`src/rtl/noc_credit_vc_rx_if.sv`:
```
// Credit-link receive bundle: upstream flit link, credit return and switch-side head/pop signals.
// master = upstream transmitter plus local switch; slave = the receive block.
interface noc_credit_vc_rx_if #(
  parameter int VC_W = 3,
  parameter int X_W  = 2,
  parameter int Y_W  = 2,
  parameter int D_W  = 32
);
  logic            link_v;
  logic [VC_W-1:0] link_vc;
  logic [X_W-1:0]  link_x;
  logic [Y_W-1:0]  link_y;
  logic [D_W-1:0]  link_d;
  logic            cr_v;
  logic [VC_W-1:0] cr_vc;
  logic [VC_W-1:0] o_v;
  logic [X_W-1:0]  o_x;
  logic [Y_W-1:0]  o_y;
  logic [D_W-1:0]  o_d;
  logic [VC_W-1:0] o_sel;
  logic [VC_W-1:0] i_pop;
  logic            err;
  logic            empty;

  modport master (
    output link_v, link_vc, link_x, link_y, link_d, i_pop,
    input  cr_v, cr_vc, o_v, o_x, o_y, o_d, o_sel, err, empty
  );

  modport slave (
    input  link_v, link_vc, link_x, link_y, link_d, i_pop,
    output cr_v, cr_vc, o_v, o_x, o_y, o_d, o_sel, err, empty
  );
endinterface

```
`src/rtl/noc_credit_vc_rx.sv`:
```
// Per-VC credit link receiver: one FIFO per VC, lowest-index head mux, one credit per pop.
// Optional protocol checking with sticky err is enabled by defining NOC_CREDIT_RX_CHECK_EN.
module noc_credit_vc_rx #(
  parameter int VC_W  = 3,
  parameter int X_W   = 2,
  parameter int Y_W   = 2,
  parameter int D_W   = 32,
  parameter int DEPTH = 4
) (
  input logic              clk,
  input logic              rst_n,
  noc_credit_vc_rx_if.slave ifc
);
  localparam int FLIT_W = X_W + Y_W + D_W;
  localparam int PTR_W  = $clog2(DEPTH);
  localparam int CNT_W  = $clog2(DEPTH + 1);

  logic [VC_W-1:0]   nonempty;
  logic [VC_W-1:0]   wr_en;
  logic [VC_W-1:0]   pop_en;
  logic [VC_W-1:0]   sel;
  logic [FLIT_W-1:0] flit_in;
  logic [FLIT_W-1:0] head [VC_W];
  logic [FLIT_W-1:0] head_sel;
  logic              wr_legal;
  logic              pop_legal;
  logic              cr_v_reg;
  logic [VC_W-1:0]   cr_vc_reg;

  function automatic logic [PTR_W-1:0] ptr_inc(input logic [PTR_W-1:0] p);
    return (p == PTR_W'(DEPTH - 1)) ? '0 : p + 1'b1;
  endfunction

`ifdef NOC_CREDIT_RX_CHECK_EN
  logic [VC_W-1:0] full;
  logic            bad;
  logic            err_reg;

  // Full is judged on the pre-edge count: a same-cycle pop's credit has not reached upstream yet.
  assign wr_legal  = $onehot(ifc.link_vc) && ((ifc.link_vc & full) == '0);
  assign pop_legal = $onehot0(ifc.i_pop);
  assign bad       = (ifc.link_v && !wr_legal) || !pop_legal;

  always_ff @(posedge clk or negedge rst_n) begin
    if (!rst_n) begin
      err_reg <= 1'b0;
    end else if (bad) begin
      err_reg <= 1'b1;
    end
  end

  assign ifc.err = err_reg;
`else
  assign wr_legal  = 1'b1;
  assign pop_legal = 1'b1;
  assign ifc.err   = 1'b0;
`endif

  assign flit_in = {ifc.link_x, ifc.link_y, ifc.link_d};
  assign wr_en   = (ifc.link_v && wr_legal) ? ifc.link_vc : '0;
  assign pop_en  = pop_legal ? (ifc.i_pop & nonempty) : '0;

  generate
    for (genvar gi = 0; gi < VC_W; gi++) begin : g_vc
      logic [FLIT_W-1:0] mem [DEPTH];
      logic [PTR_W-1:0]  wr_ptr_reg;
      logic [PTR_W-1:0]  rd_ptr_reg;
      logic [CNT_W-1:0]  cnt_reg;

      // Storage needs no reset: only occupied slots are ever presented.
      always_ff @(posedge clk) begin
        if (wr_en[gi]) begin
          mem[wr_ptr_reg] <= flit_in;
        end
      end

      always_ff @(posedge clk or negedge rst_n) begin
        if (!rst_n) begin
          wr_ptr_reg <= '0;
          rd_ptr_reg <= '0;
          cnt_reg    <= '0;
        end else begin
          if (wr_en[gi]) begin
            wr_ptr_reg <= ptr_inc(wr_ptr_reg);
          end
          if (pop_en[gi]) begin
            rd_ptr_reg <= ptr_inc(rd_ptr_reg);
          end
          cnt_reg <= cnt_reg + CNT_W'(wr_en[gi]) - CNT_W'(pop_en[gi]);
        end
      end

      assign nonempty[gi] = (cnt_reg != '0);
      assign head[gi]     = mem[rd_ptr_reg];
`ifdef NOC_CREDIT_RX_CHECK_EN
      assign full[gi]     = (cnt_reg == CNT_W'(DEPTH));
`endif
    end
  endgenerate

  // Isolate the lowest set bit of the non-empty mask.
  assign sel = nonempty & (~nonempty + 1'b1);

  always_comb begin
    head_sel = '0;
    for (int i = 0; i < VC_W; i++) begin
      head_sel = head_sel | ({FLIT_W{sel[i]}} & head[i]);
    end
  end

  always_ff @(posedge clk or negedge rst_n) begin
    if (!rst_n) begin
      cr_v_reg  <= 1'b0;
      cr_vc_reg <= '0;
    end else begin
      cr_v_reg  <= |pop_en;
      cr_vc_reg <= pop_en;
    end
  end

  assign ifc.o_v   = nonempty;
  assign ifc.o_sel = sel;
  assign {ifc.o_x, ifc.o_y, ifc.o_d} = head_sel;
  assign ifc.cr_v  = cr_v_reg;
  assign ifc.cr_vc = cr_vc_reg;
  assign ifc.empty = (nonempty == '0) && !ifc.link_v;
endmodule

```
`src/flat_wrapper.sv`:
```
// flat-port wrapper written by rule: the top's interface ports become plain ports
module noc_credit_vc_rx_flat 
#(
  parameter int VC_W  = 3,
  parameter int X_W   = 2,
  parameter int Y_W   = 2,
  parameter int D_W   = 32,
  parameter int DEPTH = 4
)
  (clk, rst_n, ifc_link_v, ifc_link_vc, ifc_link_x, ifc_link_y, ifc_link_d, ifc_i_pop, ifc_cr_v, ifc_cr_vc, ifc_o_v, ifc_o_x, ifc_o_y, ifc_o_d, ifc_o_sel, ifc_err, ifc_empty);
  noc_credit_vc_rx_if #(.VC_W(VC_W), .X_W(X_W), .Y_W(Y_W), .D_W(D_W)) ifc_i ();
  input logic clk;
  input logic rst_n;
  input wire logic [$bits(ifc_i.link_v)-1:0] ifc_link_v;
  input wire logic [$bits(ifc_i.link_vc)-1:0] ifc_link_vc;
  input wire logic [$bits(ifc_i.link_x)-1:0] ifc_link_x;
  input wire logic [$bits(ifc_i.link_y)-1:0] ifc_link_y;
  input wire logic [$bits(ifc_i.link_d)-1:0] ifc_link_d;
  input wire logic [$bits(ifc_i.i_pop)-1:0] ifc_i_pop;
  output wire logic [$bits(ifc_i.cr_v)-1:0] ifc_cr_v;
  output wire logic [$bits(ifc_i.cr_vc)-1:0] ifc_cr_vc;
  output wire logic [$bits(ifc_i.o_v)-1:0] ifc_o_v;
  output wire logic [$bits(ifc_i.o_x)-1:0] ifc_o_x;
  output wire logic [$bits(ifc_i.o_y)-1:0] ifc_o_y;
  output wire logic [$bits(ifc_i.o_d)-1:0] ifc_o_d;
  output wire logic [$bits(ifc_i.o_sel)-1:0] ifc_o_sel;
  output wire logic [$bits(ifc_i.err)-1:0] ifc_err;
  output wire logic [$bits(ifc_i.empty)-1:0] ifc_empty;
  assign ifc_i.link_v = ifc_link_v;
  assign ifc_i.link_vc = ifc_link_vc;
  assign ifc_i.link_x = ifc_link_x;
  assign ifc_i.link_y = ifc_link_y;
  assign ifc_i.link_d = ifc_link_d;
  assign ifc_i.i_pop = ifc_i_pop;
  assign ifc_cr_v = ifc_i.cr_v;
  assign ifc_cr_vc = ifc_i.cr_vc;
  assign ifc_o_v = ifc_i.o_v;
  assign ifc_o_x = ifc_i.o_x;
  assign ifc_o_y = ifc_i.o_y;
  assign ifc_o_d = ifc_i.o_d;
  assign ifc_o_sel = ifc_i.o_sel;
  assign ifc_err = ifc_i.err;
  assign ifc_empty = ifc_i.empty;
  noc_credit_vc_rx #(.VC_W(VC_W), .X_W(X_W), .Y_W(Y_W), .D_W(D_W), .DEPTH(DEPTH)) u_core (.clk(clk), .rst_n(rst_n), .ifc(ifc_i));
endmodule
```
`config.mk`:
```
export PLATFORM = sky130hd
export DESIGN_NAME = noc_credit_vc_rx_flat
export DESIGN_NICKNAME = d
export VERILOG_FILES = /design/src/rtl/noc_credit_vc_rx_if.sv /design/src/rtl/noc_credit_vc_rx.sv /design/src/flat_wrapper.sv
export SDC_FILE = /design/constraint.sdc
export NUM_CORES = 1
export LEC_CHECK = 0
export BUFFER_PORTS_ARGS = -buffer_cell sky130_fd_sc_hd__buf_2
export CORE_MARGIN = 8
export CORE_UTILIZATION = 55
export CTS_BUF_LIST = sky130_fd_sc_hd__clkbuf_16
export DETAILED_ROUTE_END_ITERATION = 8
export PLACE_DENSITY = 0.73
export SLEW_MARGIN = 20
export SYNTH_ARGS = -nofsm -noshare
export SYNTH_HDL_FRONTEND = slang
export SYNTH_SLANG_ARGS = --single-unit
```
`constraint.sdc`:
```
create_clock -name clk -period 6.4 [get_ports clk]
set_clock_uncertainty 0.15 [all_clocks]
set_input_delay 1.28 -clock clk [delete_from_list [all_inputs] [get_ports clk]]
set_output_delay 1.28 -clock clk [all_outputs]
set_load 0.01 [all_outputs]
```
==> results_dict.tcl, run 1 <==
set metrics [dict create \
    clk_pin_slew_worst_paths_ns 0.06 \
    hpwl_mm 20.0 \
    setup_tns_ns 0 \
    die_h_um 196 \
    yosysSeqAreaShare_pct 76.3 \
    cp_max_fo 26 \
    num_rows 66 \
    hp-start "u_core.g_vc[2].cnt_reg[0]" \
    p_leak_nw 6.80 \
    start_util_pct 55.3 \
    worst_slew_pin_slew_ns 1.16 \
    critPathKind "reg -> out" \
    hold_path.class "reg -> reg" \
    netlist_instances 856 \
    final_nets 1028 \
    crit_path_end_kind "output port" \
    synth_warnings 0 \
    wl_mm 38.0 \
    drive_gt1_share_pct 30.8 \
    synth.most_common_cell "edfxtp_1" \
    r2r-end "u_core.g_vc[1].cnt_reg[2]" \
    ys_ff_latch 457 \
    place.gp.congestion 0.717 \
    status "completed" \
    critPathSlowestCell "dfrtp_2" \
    syn_area_per_cell_sq_um 20.8 \
    multiInputGateArea_sq_mm 0.00386 \
    pre_cts_ws_ns 2.45 \
    layout_min_cycle_time_ns 4.44 \
    setup_viol 0 \
    cp.arrival_ns 3.01 \
    antenna_found_initial 2 \
    peakVddDrop_uv 243 \
    hold_depth 1 \
    clkLatencyLatePin_ns 0.53 \
    numCtsBuffers 46 \
    core_sq_mm 0.0322 \
    cts_hold_buf 0 \
    n_fill_cell 2266 \
    ant_nets 0 \
    syn_nets 925 \
    fp.dieW_um 196 \
    post-cts-setup-buffer-count 0 \
    htreeDepth 2 \
    area.sequential_sq_mm 0.0136 \
    post_drt_wl_per_cell_um 27.1 \
    finalMaxSlewViolations 0 \
    cts_max_path_buffers 3 \
    hold_violations 0 \
    relSlewSlack_pct 22.8 \
    synthTopCellsByArea "edfxtp_1 (73%), mux4_2 (14%), dfrtp_1 (3.5%)" \
    cts_sinks 457 \
    grt_max_degree 74 \
    synth-main-ff-cell "edfxtp_1" \
    utilization_pct 62.1 \
    portBuffers 91 \
    io_pins 93 \
    synth_edf_count 432 \
    via_count 8807 \
    setup_ws_ns 1.96 \
    dieArea_sq_mm 0.0384 \
    syn_to_final_growth_pct 12.2 \
    drtIter0Drc 865 \
    critical_path.cell_chain "buf_4 -> mux4_2 -> nand2_1 -> nand3_1 -> buf_2" \
    reg2reg_slack_ns 2.99 \
    rr_worst_depth 11 \
    fmax_mhz 225 \
    root_buffer "clkbuf_16" \
    maxCapViolCount 0 \
    crit_path_start_kind "flop" \
    power_mw 8.65 \
    yosys.area.top_type "edfxtp_1" \
    grt_pass1_wl_mm 57.3 \
    synthArstFlopShare_pct 5.47 \
    gr-usage-all-layers_pct 20.0 \
    synth_top_area_share_pct 72.8 \
    cp.required_ns 4.97 \
    cts_resized 0 \
    syn_area_sq_mm 0.0178 \
    grt_pass1_vias 9095 \
    slowest_delay_ns 1.00 \
    finalCritPeriodShare_pct 69.4 \
    reg2reg_from "u_core.g_vc[1].cnt_reg[1]" \
    vias_per_cell 6.29 \
    synth_commonest_cells "edfxtp_1 (432), mux4_2 (108), nand3_1 (74)" \
    drtPass1Iterations 5 \
    whs_endpoint "u_core.g_vc[2].cnt_reg[0]" \
    cts_tree "built" \
    grt_overflow 0 \
    power.density_mw_per_mm2 432 \
    yosys.cell_types.count 25 \
    drc 0 \
    largest_reg_flops 432 \
    rsz0062_at_grt "no" \
]
[stage by stage]
step / hold slack (ns) / instances / area [sq um]
after floorplan: 0.322 / 856 / 17800
after detailed placement: 0.343 / 1319 / 18600
after global placement: 0.333 / 1318 / 18600
after global routing: 0.393 / 1400 / 20000
after CTS: 0.353 / 1400 / 20000
final: 0.360 / 1401 / 20000
[critical path, delay by kind of cell, from the launching register on]
kind	cells	cell delay, ns
flip-flops	1	1.00
buffers and inverters	2	0.65
AND/OR/NAND/NOR	2	0.24
multiplexers	1	0.56
[area by class of cell]
cell class	count	area share, %
Clock inverter	34	0.901
Inverter	21	0.394
Sequential cell	457	68.0
Timing Repair Buffer	107	2.94
Antenna cell	1	0.0125
Multi-Input combinational cell	326	19.3
Clock buffer	47	5.88
Tap cell	408	2.55
[power by group]
part | leakage, nW | internal, mW | total [mW] | switching, mW
combinational | 1.88 | 1.04 | 2.23 | 1.19
sequential | 4.21 | 3.61 | 4.00 | 0.393
clock | 0.702 | 1.36 | 2.42 | 1.06
total | 6.80 | 6.01 | 8.65 | 2.64
[kinds of logic (layout without fill, tap and decap cells)]
family / count (synthesis) / count (layout) / share of synthesized area [%]
AO/OA/AOI/OAI: 3 / 3 / 0.126
other: 1 / 2 / 0.0210
buffers and inverters: 73 / 209 / 2.31
XOR/XNOR: 6 / 6 / 0.295
adder cells (fa/ha/maj): 24 / 24 / 1.81
flip-flops: 457 / 457 / 76.3
AND/OR/NAND/NOR: 175 / 175 / 4.94
multiplexers: 117 / 117 / 14.2
[how the worst max path moves through the flow]
stage,slack [ns],from,endpoint,cells past startpoint
3_3_place_gp,2.48,u_core.g_vc[0].rd_ptr_reg[0],ifc_o_d[27],5
3_5_place_dp,2.45,u_core.g_vc[0].rd_ptr_reg[0],ifc_o_d[27],5
5_1_grt,1.75,u_core.g_vc[0].rd_ptr_reg[0],ifc_o_d[3],5
6_report,1.96,u_core.g_vc[0].rd_ptr_reg[0],ifc_o_d[3],5
4_1_cts,1.88,u_core.g_vc[0].rd_ptr_reg[0],ifc_o_d[3],5
2_1_floorplan,3.25,ifc_link_v,ifc_empty,1
[routing by layer]
layer / GRT usage [%] / part of all wire [%]
met1: 28.0 / 41
met2: 32.1 / 49
met3: 3.89 / 8.0
met4: 5.31 / 1.8
met5: 0 / 0.071
[cells in the final DEF, fill, tap and decap left out, drive strengths merged, types with 2 or more instances in the layout]
cell / count
nor2: 4
clkinvlp: 2
ha: 21
inv: 33
dfrtp: 25
xnor2: 5
clkbuf: 47
nand4: 36
mux2: 9
fa: 3
clkinv: 19
mux4: 108
nand2: 42
a21o: 3
nor3: 5
nand3: 74
and3: 12
buf: 107
edfxtp: 432
Note: power is estimated with default switching activity, not from simulation.
==> inputs of run 2 (changes only) <==
Settings changed: ABC_AREA set to 1.
Clock period 6.4 ns to 4.2 ns, I/O delays scaled along.
==> results_dict.tcl, run 2 <==
set metrics [dict create \
    grt_max_degree 75 \
    start_util_pct 55.9 \
    cp.required_ns 3.21 \
    mostFrequentLayoutCells "nand2_1 (768), edfxtp_1 (432), inv_1 (334), nand3_1 (217), buf_2 (91)" \
    die_h_um 206 \
    yosys.area.top_type "edfxtp_1" \
    fin_area_sq_mm 0.0222 \
    portBuffers 91 \
    ys_ff_latch 457 \
    num_rows 69 \
    htreeDepth 2 \
    fin_hold_ws_ns 0.146 \
    hold_path.class "in -> async" \
    cp_max_fo 41 \
    cts_hold_buf 0 \
    core_sq_mm 0.0356 \
    post-cts-setup-buffer-count 0 \
    antenna_found_initial 0 \
    yosys.cell_types.count 23 \
    rsz0062_at_grt "no" \
    maxCapViolCount 0 \
    grt_pass1_wl_mm 69.9 \
    io_pins 93 \
    wl_mm 44.6 \
    drtPass1Iterations 5 \
    syn_nets 1997 \
    final_nets 2076 \
    largest_reg_flops 432 \
    critPathSlowestCell "nor2_8" \
    layout_commonest_cell "nand2_1" \
    synth.most_common_cell "nand2_1" \
    synth_commonest_cells "nand2_1 (769), edfxtp_1 (432), inv_1 (323)" \
    syn_area_per_cell_sq_um 10.3 \
    crit_path_end_kind "output port" \
    synth_edf_count 432 \
    cts_resized 0 \
    worst_slew_pin_slew_ns 1.08 \
    critPathKind "reg -> out" \
    utilization_pct 62.5 \
    finalMaxSlewViolations 0 \
    grt_overflow 0 \
    setup_tns_ns 0 \
    peakVddDrop_uv 392 \
    cts_tree "built" \
    place_area_sq_mm 0.0209 \
    power.density_mw_per_mm2 637 \
    fmax_mhz 276 \
    crit_path_start_kind "flop" \
    drc 0 \
    syn_area_sq_mm 0.0199 \
    yosysSeqAreaShare_pct 68.4 \
    vias_per_cell 5.20 \
    netlist_instances 1928 \
    clk_pin_slew_worst_paths_ns 0.06 \
    synth-main-ff-cell "edfxtp_1" \
    root_buffer "clkbuf_16" \
    cp.arrival_ns 2.63 \
    synthArstFlopShare_pct 5.47 \
    rr_worst_depth 10 \
    cts_sinks 457 \
    hold_violations 0 \
    finalCritPeriodShare_pct 86.2 \
    post_drt_wl_per_cell_um 17.8 \
    critPathMostFrequentCell "nand3_1" \
    via_count 12996 \
    fp.dieW_um 206 \
    power_mw 14.1 \
    hpwl_mm 26.6 \
    place.gp.congestion 0.747 \
    drive_gt1_share_pct 10.0 \
    status "completed" \
    dieArea_sq_mm 0.0425 \
    p_leak_nw 9.96 \
    cts_max_path_buffers 3 \
    relSlewSlack_pct 27.8 \
    grt_pass1_vias 13135 \
    syn_to_final_growth_pct 11.8 \
    gr-usage-all-layers_pct 21.2 \
    synth_warnings 0 \
    critical_path.cell_chain "nor2_2 -> nand2_4 -> nor2_8 -> nand3_1 -> nand3_1 -> buf_2" \
    ant_nets 0 \
    clkLatencyLatePin_ns 0.54 \
    slowest_delay_ns 0.69 \
    setup_viol 0 \
    synthTopCellsByArea "edfxtp_1 (65%), nand2_1 (15%), inv_1 (6.1%)" \
    layout_min_cycle_time_ns 3.62 \
    numCtsBuffers 45 \
    drtIter0Drc 1016 \
    antenna_cells 0 \
    synth_top_area_share_pct 65.2 \
]
[run 2: changes by cell type after synthesis, sizes merged, moves of 6 or more]
cell    before  now
nand2       42  771
inv         21  330
nand3       74  217
mux4       108    0
nand4       36    0
buf         42   62
nor2         4   24
and3        12    0
clkbuf      10   20
a21oi        0    9
mux2         9    0
o21ai        0    6
[run 2: through the flow]
stage	instances	setup slack [ns]
4_1_cts	2499	0.517
6_report	2499	0.580
5_1_grt	2499	0.411
3_3_place_gp	2421	1.17
2_1_floorplan	1928	1.08
3_5_place_dp	2421	1.11
[run 2: kinds of logic (layout without fill, tap and decap cells)]
group,Yosys count,count (layout),synth area share [%]
AND/OR/NAND/NOR,1013,1013,20.8
flip-flops,457,457,68.4
buffers and inverters,412,522,8.57
adder cells (fa/ha/maj),24,24,1.62
AO/OA/AOI/OAI,15,15,0.378
XOR/XNOR,6,6,0.264
other,1,1,0.0189
[run 2: worst max-delay path, delay by kind of cell (launching register included)]
| kind | cells | cell delay (ns) |
|---|---|---|
| flip-flops | 1 | 0.41 |
| AND/OR/NAND/NOR | 5 | 1.50 |
| buffers and inverters | 1 | 0.13 |
[run 2: power breakdown]
group	total [mW]	leakage (nW)	internal, mW	switching, mW
logic	4.82	5.05	1.42	3.40
clock network	3.75	0.708	2.13	1.61
registers	5.58	4.21	5.44	0.137
total	14.1	9.96	9.00	5.15
[run 2: worst paths after layout]
path                       slack [ns]                            to                       from
min in group clk                 0.35     u_core.g_vc[2].cnt_reg[0]  u_core.g_vc[2].cnt_reg[0]
hold / removal                   0.15     u_core.g_vc[2].cnt_reg[0]                      rst_n
max in group asynchronous        3.33  u_core.g_vc[2].rd_ptr_reg[0]                      rst_n
hold reg to reg                  0.35     u_core.g_vc[2].cnt_reg[0]  u_core.g_vc[2].cnt_reg[0]
setup / recovery                 0.58                   ifc_o_d[23]  u_core.g_vc[0].cnt_reg[1]
setup reg to reg                 1.23     u_core.g_vc[2].cnt_reg[2]  u_core.g_vc[2].cnt_reg[1]
[run 2: layout make-up]
cell class,instances,area [sq um]
clock buffers,47,1180
clock inverters,31,189
fillers,2760,13300
inverters,330,1240
multi-input cells,1059,4670
flip-flops and latches,457,13600
well taps,461,577
repair buffers,114,766
[run 2: metal layers]
metal,part of all wire (%),GRT usage (%),vias up
met5,0,0,-
met4,2.3,6.51,0
met3,7.2,3.51,75
met2,50,37.3,467
met1,40,26.6,6188
li1,-,-,6266
==> inputs of run 3 (changes only) <==
Settings changed: BUFFER_PORTS_ARGS -buffer_cell sky130_fd_sc_hd__buf_2 to unset, DONT_BUFFER_PORTS set to 1, PLACE_DENSITY 0.73 to 0.7.
==> results_dict.tcl, run 3 (same netlist as run 2, synthesis figures left out) <==
set metrics [dict create \
    status "completed" \
    fp.dieW_um 206 \
    mostFrequentLayoutCells "nand2_1 (768), edfxtp_1 (432), inv_1 (340), nand3_1 (217), clkbuf_16 (47)" \
    reg2reg_from "u_core.g_vc[0].cnt_reg[1]" \
    dieArea_sq_mm 0.0425 \
    slowest_delay_ns 0.70 \
    rsz0062_at_grt "no" \
    multiInputGateArea_sq_mm 0.00467 \
    fin_area_sq_mm 0.0218 \
    grt_pass1_wl_mm 67.3 \
    setup_tns_ns 0 \
    final_nets 1995 \
    setup_ws_ns 0.527 \
    cts_max_path_buffers 3 \
    power.density_mw_per_mm2 637 \
    fmax_mhz 272 \
    cp.arrival_ns 2.68 \
    core_sq_mm 0.0356 \
    cts_tree "built" \
    layout_min_cycle_time_ns 3.67 \
    cp_max_fo 41 \
    antenna_found_initial 0 \
    io_pins 93 \
    critPathSlowestCell "nor2_8" \
    power_mw 13.9 \
    hold_path.class "in -> reg" \
    post-cts-setup-buffer-count 0 \
    drtIter0Drc 881 \
    rr_worst_depth 9 \
    post_drt_wl_per_cell_um 17.9 \
    area.sequential_sq_mm 0.0136 \
    die_h_um 206 \
    n_fill_cell 2722 \
    clk_pin_slew_worst_paths_ns 0.06 \
    hpwl_mm 26.1 \
    cp.required_ns 3.21 \
    grt_max_degree 75 \
    via_count 12483 \
    hold_violations 0 \
    maxCapViolCount 0 \
    largest_reg_flops 432 \
    grt_overflow 0 \
    ant_nets 0 \
    grt_pass1_vias 12073 \
    hold_depth 0 \
    finalMaxSlewViolations 0 \
    htreeDepth 2 \
    pre_cts_ws_ns 1.07 \
    cts_sinks 457 \
    antenna_cells 0 \
    portBuffers 0 \
    vias_per_cell 5.15 \
    worst_slew_pin_slew_ns 0.915 \
    place.gp.congestion 0.767 \
    drtPass1Iterations 5 \
    hp-start "ifc_link_d[11]" \
    drc 0 \
    start_util_pct 55.9 \
    relSlewSlack_pct 38.9 \
    syn_to_final_growth_pct 9.80 \
    clkLatencyLatePin_ns 0.55 \
    critPathKind "reg -> out" \
    whs_endpoint "u_core.g_vc[0].mem[2][11]" \
    gr-usage-all-layers_pct 20.6 \
    reg2reg_slack_ns 1.49 \
    p_leak_nw 9.68 \
    critical_path.cell_chain "nor2_2 -> nand2_4 -> nor2_8 -> inv_1 -> nor3_1" \
    setup_viol 0 \
    numCtsBuffers 46 \
    wl_mm 43.5 \
    r2r-end "u_core.g_vc[0].cnt_reg[2]" \
    place_area_sq_mm 0.0204 \
    num_rows 69 \
    layout_commonest_cell "nand2_1" \
    crit_path_end_kind "output port" \
    drive_gt1_share_pct 6.27 \
    crit_path_start_kind "flop" \
    finalCritPeriodShare_pct 87.5 \
    root_buffer "clkbuf_16" \
    peakVddDrop_uv 476 \
]
run 3: cell count changes in the layout (fill, tap and decap cells not counted), moves of 2 or more:
cell,delta
buf_2,-91
bufinv_16,+2
inv_1,+6
buf_4,+15
buf_12,-7
run 3: where the power goes:
group	switching [mW]	total [mW]	internal (mW)
registers	0.140	5.59	5.45
clock network	1.62	3.89	2.27
logic	3.25	4.42	1.17
total	5.02	13.9	8.88
run 3: metrics by stage:
stage               hold slack, ns  utilization (%)  instances
global route                 0.208             61.4       2424
floorplan                    0.328                -       1928
global placement             0.340             57.2       2337
CTS                          0.204             61.4       2424
finish                       0.225             61.4       2424
detailed placement           0.346             57.2       2337
run 3: layer usage:
layer | share of wire [%] | vias to the layer above | GRT usage, %
li1 | - | 6111 | -
met4 | 1.8 | 0 | 5.25
met2 | 50 | 376 | 35.5
met3 | 7.1 | 58 | 3.87
met5 | 0 | - | 0
met1 | 41 | 5938 | 26.7
run 3: repair_timing:
action,4_1_cts,5_1_grt
hold buffers,2,0
gates resized for setup,0,0
hold endpoints to repair,25,0
run 3: cell type report:
class	instances	share of cell area, %
multi-input cells	1059	21.4
repair buffers	32	1.34
well taps	461	2.64
inverters	330	5.67
clock buffers	47	5.39
clock inverters	38	1.23
flip-flops and latches	457	62.3
run 3: worst max path at each step:
stage	start	end	depth (start not counted)
after CTS	u_core.g_vc[0].cnt_reg[1]	ifc_empty	5
after floorplan	ifc_link_vc[0]	u_core.g_vc[0].mem[0][0]	2
after detailed placement	u_core.g_vc[0].cnt_reg[1]	ifc_empty	5
after global routing	u_core.g_vc[0].cnt_reg[1]	ifc_empty	5
final	u_core.g_vc[0].cnt_reg[1]	ifc_empty	5
after global placement	u_core.g_vc[0].cnt_reg[1]	ifc_empty	5
run 3: worst max-delay path: cells and delay by family, from the launching register on:
family	cells	cell delay (ns)
and+or+nand+nor	4	1.58
DFF	1	0.41
buffers and inverters	1	0.13
